### src/rtl/board_sensor_scanner.sv
// board_sensor_scanner: scans the 8x4 dark-square sensor matrix one row at a time.
// It debounces whole frames and presents a stable 32-bit occupancy word.
// Optional feature macro: SENSOR_ACTIVE_LOW_EN. When it is defined, the column
// sense lines are treated as active-low.
module board_sensor_scanner #(
    parameter int SETTLE_CYCLES   = 4,
    parameter int DEBOUNCE_FRAMES = 3
) (
    input  logic        clock,
    input  logic        reset,
    input  logic        scan_en,
    input  logic [3:0]  col_in,
    output logic [7:0]  row_sel,
    output logic [31:0] sensor_board,
    output logic        board_valid,
    output logic        board_changed,
    output logic        frame_done
);

    typedef enum logic [1:0] {
        IDLE,
        DRIVE,
        COMMIT
    } state_t;

    localparam logic [7:0] SETTLE_LAST  = 8'(SETTLE_CYCLES - 1);
    localparam logic [3:0] DEBOUNCE_MIN = 4'(DEBOUNCE_FRAMES);
    localparam logic [3:0] STABLE_MAX   = 4'd15;

    state_t      state;
    logic [3:0]  col_meta;
    logic [3:0]  col_s;
    logic [3:0]  col_cap;
    logic [2:0]  row;
    logic [7:0]  settle_cnt;
    logic [31:0] raw_frame;
    logic [31:0] candidate;
    logic [3:0]  stable_cnt;
    logic [31:0] next_candidate;
    logic [3:0]  next_stable;
    logic        commit_ok;

    // Two-flop synchroniser for the asynchronous column sense lines.
    always_ff @(posedge clock) begin
        // NOTE: sequential state uses non-blocking assignments. This makes every flop sample the pre-edge values.
        if (reset) begin
            col_meta <= '0;
            col_s    <= '0;
        end else begin
            col_meta <= col_in;
            col_s    <= col_meta;
        end
    end

`ifdef SENSOR_ACTIVE_LOW_EN
    assign col_cap = ~col_s;
`else
    assign col_cap = col_s;
`endif

    // Post-update debounce state, evaluated for use in the COMMIT cycle.
    always_comb begin
        // NOTE: each output gets a default first, so no path can leave it unassigned and infer a latch.
        next_candidate = raw_frame;
        next_stable    = 4'd1;
        if (raw_frame == candidate) begin
            next_candidate = candidate;
            next_stable    = (stable_cnt == STABLE_MAX) ? STABLE_MAX : stable_cnt + 4'd1;
        end
        commit_ok = (next_stable >= DEBOUNCE_MIN) &&
                    (!board_valid || (next_candidate != sensor_board));
    end

    // Scan FSM. row_sel is registered and tracks the state being entered.
    // frame_done and board_changed are registered one-cycle pulses.
    always_ff @(posedge clock) begin
        if (reset) begin
            state         <= IDLE;
            row           <= '0;
            settle_cnt    <= '0;
            row_sel       <= '0;
            raw_frame     <= '0;
            candidate     <= '0;
            stable_cnt    <= '0;
            sensor_board  <= '0;
            board_valid   <= 1'b0;
            board_changed <= 1'b0;
            frame_done    <= 1'b0;
        end else begin
            frame_done    <= 1'b0;
            board_changed <= 1'b0;
            case (state)
                IDLE: begin
                    row_sel <= '0;
                    if (scan_en) begin
                        state      <= DRIVE;
                        row        <= '0;
                        settle_cnt <= '0;
                        row_sel    <= 8'h01;
                    end
                end
                DRIVE: begin
                    if (settle_cnt == SETTLE_LAST) begin
                        raw_frame[{row, 2'b00} +: 4] <= col_cap;
                        if (row != 3'd7) begin
                            // The next row is driven on the following cycle, with no gap.
                            row        <= row + 3'd1;
                            settle_cnt <= '0;
                            row_sel    <= row_sel << 1;
                        end else begin
                            state      <= COMMIT;
                            row_sel    <= '0;
                            frame_done <= 1'b1;
                        end
                    end else begin
                        settle_cnt <= settle_cnt + 8'd1;
                    end
                end
                COMMIT: begin
                    candidate  <= next_candidate;
                    stable_cnt <= next_stable;
                    if (commit_ok) begin
                        sensor_board  <= next_candidate;
                        board_valid   <= 1'b1;
                        board_changed <= 1'b1;
                    end
                    if (scan_en) begin
                        state      <= DRIVE;
                        row        <= '0;
                        settle_cnt <= '0;
                        row_sel    <= 8'h01;
                    end else begin
                        state <= IDLE;
                    end
                end
                default: begin
                    state   <= IDLE;
                    row_sel <= '0;
                end
            endcase
        end
    end

endmodule
### config.mk
export PLATFORM = sky130hd
export DESIGN_NAME = board_sensor_scanner
export DESIGN_NICKNAME = d
export VERILOG_FILES = /design/src/rtl/board_sensor_scanner.sv
export SDC_FILE = /design/constraint.sdc
export NUM_CORES = 1
export LEC_CHECK = 0
export ABC_AREA = 0
export BUFFER_PORTS_ARGS = -buffer_cell sky130_fd_sc_hd__buf_2
export CORE_MARGIN = 10
export CORE_UTILIZATION = 60
export DETAILED_ROUTE_END_ITERATION = 8
export PLACE_DENSITY = 0.8
export SLEW_MARGIN = 20
export SYNTH_ARGS = -nofsm -noshare
export SYNTH_HDL_FRONTEND = slang
export SYNTH_SLANG_ARGS = --single-unit
### constraint.sdc
create_clock -name clock -period 3.4 [get_ports clock]
set_clock_uncertainty 0.05 [all_clocks]
set_input_delay 0.51 -clock clock [delete_from_list [all_inputs] [get_ports clock]]
set_output_delay 0.51 -clock clock [all_outputs]
set_load 0.05 [all_outputs]
==> flow_metrics.py <==
metrics = {
    "sta": {
        "rsz0062_at_grt": "false",
        "setup_viol": 0,
        "post-route-min-period_ns": 3.15,
        "final-hold-violation-count": 0,
        "worst_pin_slew_ns": 1.09,
        "slew_headroom_pct": 26.5,
        "period_share_pct": 92.7,
        "max_freq_mhz": 317,
        "maxSlewViolCount": 0,
        "fin_tns_setup_ns": 0,
    },
    "clock_tree": {
        "cts_sinks": 132,
        "post_cts_buffers": 0,
        "clkSlewWorstSetupHoldPaths_ns": 0.06,
        "clk_path_buf_depth": 2,
        "cts_buffers": 17,
        "cts_tree": "yes",
        "postCtsHoldBufs": 0,
        "cts_repair_resize_count": 0,
        "cts-root-buf": "clkbuf_8",
        "clk_latency_ns": 0.53,
        "htree_levels": 4,
    },
    "power": {
        "fin_total_pwr_w": 0.00330,
        "power_density_nw_per_um2": 463,
        "irDropWorstVdd_mv": 0.404,
        "p_leak_nw": 3.16,
    },
    "setup_path": {
        "timing.rr.start": "raw_frame[20]",
        "worst_ep_required_time_ns": 3.80,
        "cp-startpoint": "raw_frame[20]",
        "critPathKind": "register to register",
        "start_kind": "register",
        "worst-path-max-fanout": 20,
        "crit_arrival_ns": 3.55,
        "endpoint_kind": "register",
    },
    "yosys": {
        "ys_seq_elements": 132,
        "synthTopCellsByArea": "dfxtp_1, mux2i_1, xor2_1",
        "ys_async_sr_fraction_pct": 0,
        "yosysTopAreaCell": "dfxtp_1",
        "postSynthAreaPerCell_sq_um": 9.04,
        "syn-cell-area_sq_um": 6100,
        "synth_flop_cell": "dfxtp_1",
        "synth_top_area_share_pct": 43.3,
        "seq_area_frac_synth_pct": 43.3,
        "synth_edf_count": 0,
        "syn_inst": 675,
        "synth_fp_nets": 691,
        "yosys_warnings": 0,
        "synth_cell_types": 44,
    },
    "drt": {
        "post-route-drc-count": 0,
        "routed_via_density": 5.60,
        "wl_per_cell_um": 17.2,
        "drt_wl_total_um": 15100,
        "vias": 4933,
        "drt_iter0_markers": 429,
        "ant_nets": 0,
        "first_pass_iters": 6,
    },
    "floorplanning": {
        "start_util_pct": 62.1,
        "dieArea_sq_um": 14600,
        "die_h_um": 121,
        "die_x_um": 121,
        "io_pins": 50,
        "core_sq_um": 9820,
        "rows": 36,
    },
    "placement": {
        "portBuffers": 49,
        "routabilityCongestion": 0.942,
        "hpwl_um": 10700,
    },
    "cells_and_area": {
        "multi_input_area_sq_um": 3310,
        "syn_to_final_growth_pct": 16.7,
        "drive_gt1_share_pct": 15.0,
        "antennaDiodeCount": 0,
        "final_cell_mix": "dfxtp_1, nand2_1, nand2b_1, xor2_1, mux2i_1",
        "fillers": 737,
        "fin_util_pct": 72.5,
        "layout.area.seq_sq_um": 2640,
        "nets": 753,
        "layout_commonest_cell": "dfxtp_1",
    },
    "grt": {
        "antenna_found_initial": 0,
        "grt_pass1_wl_um": 24800,
        "grt_pass1_vias": 5039,
        "overflow": 0,
        "grt_usage_pct": 21.1,
        "grt_max_degree": 108,
    },
    "min_path": {
        "hp-class": "input pin to register",
        "hold_start": "col_in[1]",
    },
    "run": {
        "cap_violations": 0,
    },
    "status": {
        "status": "completed",
    },
}
==> logic make-up after synthesis <==
kind of cell | Yosys count | share of synthesized area [%]
AOI/OAI and AO/OA | 66 | 6.30
xor gates and xnor gates | 70 | 10.1
adders and majority gates | 9 | 1.85
buffers and inverters | 38 | 2.65
DFF | 132 | 43.3
muxes | 62 | 10.2
and+or+nand+nor | 298 | 25.7
==> flip-flops by register name (all words and copies together), names as in the netlist, 2 cells and up <==
name	count
candidate	32
col_cap	4
col_meta	4
raw_frame	32
row	3
row_sel	8
sensor_board	32
settle_cnt	8
stable_cnt	4
state	2
==> critical path: stages (launching register included) <==
cell and delay [ns]:
dfxtp_1 0.36, xor2_1 0.18, nor4_1 0.49, nand4_1 0.27
nor4_4 0.99, buf_4 0.48, mux2i_1 0.25
==> synth_stat cells, drive strengths merged, types with 4 or more instances <==
master and instances:
nor4b 7, nor2 53, xor2 68, nor2b 11, and3 6, nor3 5, nand4 11, dfxtp 132
nor4 19, inv 5, and2 10, buf 9, a21oi 50, ha 9, o21ai 4, mux2i 62
nand3 13, nand2b 68, clkbuf 24, nand2 87
==> metal layers <==
layer	track usage, %	vias up	share of wire (%)
li1	-	2392	-
met1	23.8	2340	42
met2	35.6	168	48
met3	5.49	33	6.4
met4	11.8	0	3.5
met5	0	-	0
==> worst paths after layout <==
check,endpoint,slack [ns],cells past startpoint
min reg2reg,col_cap[3],0.40,1
max reg2reg,sensor_board[25],0.25,6
min,col_meta[1],0.14,2
max,sensor_board[25],0.25,6
==> where the power goes <==
| part | switching (W) | total (W) | internal (W) |
|---|---|---|---|
| Combinational | 0.0000511 | 0.0000800 | 0.0000289 |
| Clock | 0.000621 | 0.00165 | 0.00103 |
| Sequential | 0.00000831 | 0.00156 | 0.00156 |
| Total | 0.000681 | 0.00330 | 0.00262 |
==> cell type report <==
class | count | area share (%)
flip-flops and latches | 132 | 37.1
well taps | 133 | 2.34
clock buffers | 25 | 6.80
inverters | 5 | 0.264
clock inverters | 5 | 0.703
repair buffers | 76 | 6.33
multi-input cells | 505 | 46.4
==> through the flow <==
step / worst slack, ns / hold WS (ns) / instances / area, sq um
floorplan: 0.798 / 0.364 / 675 / 6100
global placement: 0.395 / 0.375 / 851 / 6590
detailed placement: 0.281 / 0.385 / 851 / 6590
CTS: 0.260 / 0.134 / 881 / 7120
global route: 0.0860 / 0.147 / 881 / 7120
finish: 0.248 / 0.142 / 881 / 7120
Note: power is estimated with default switching activity, not from simulation.
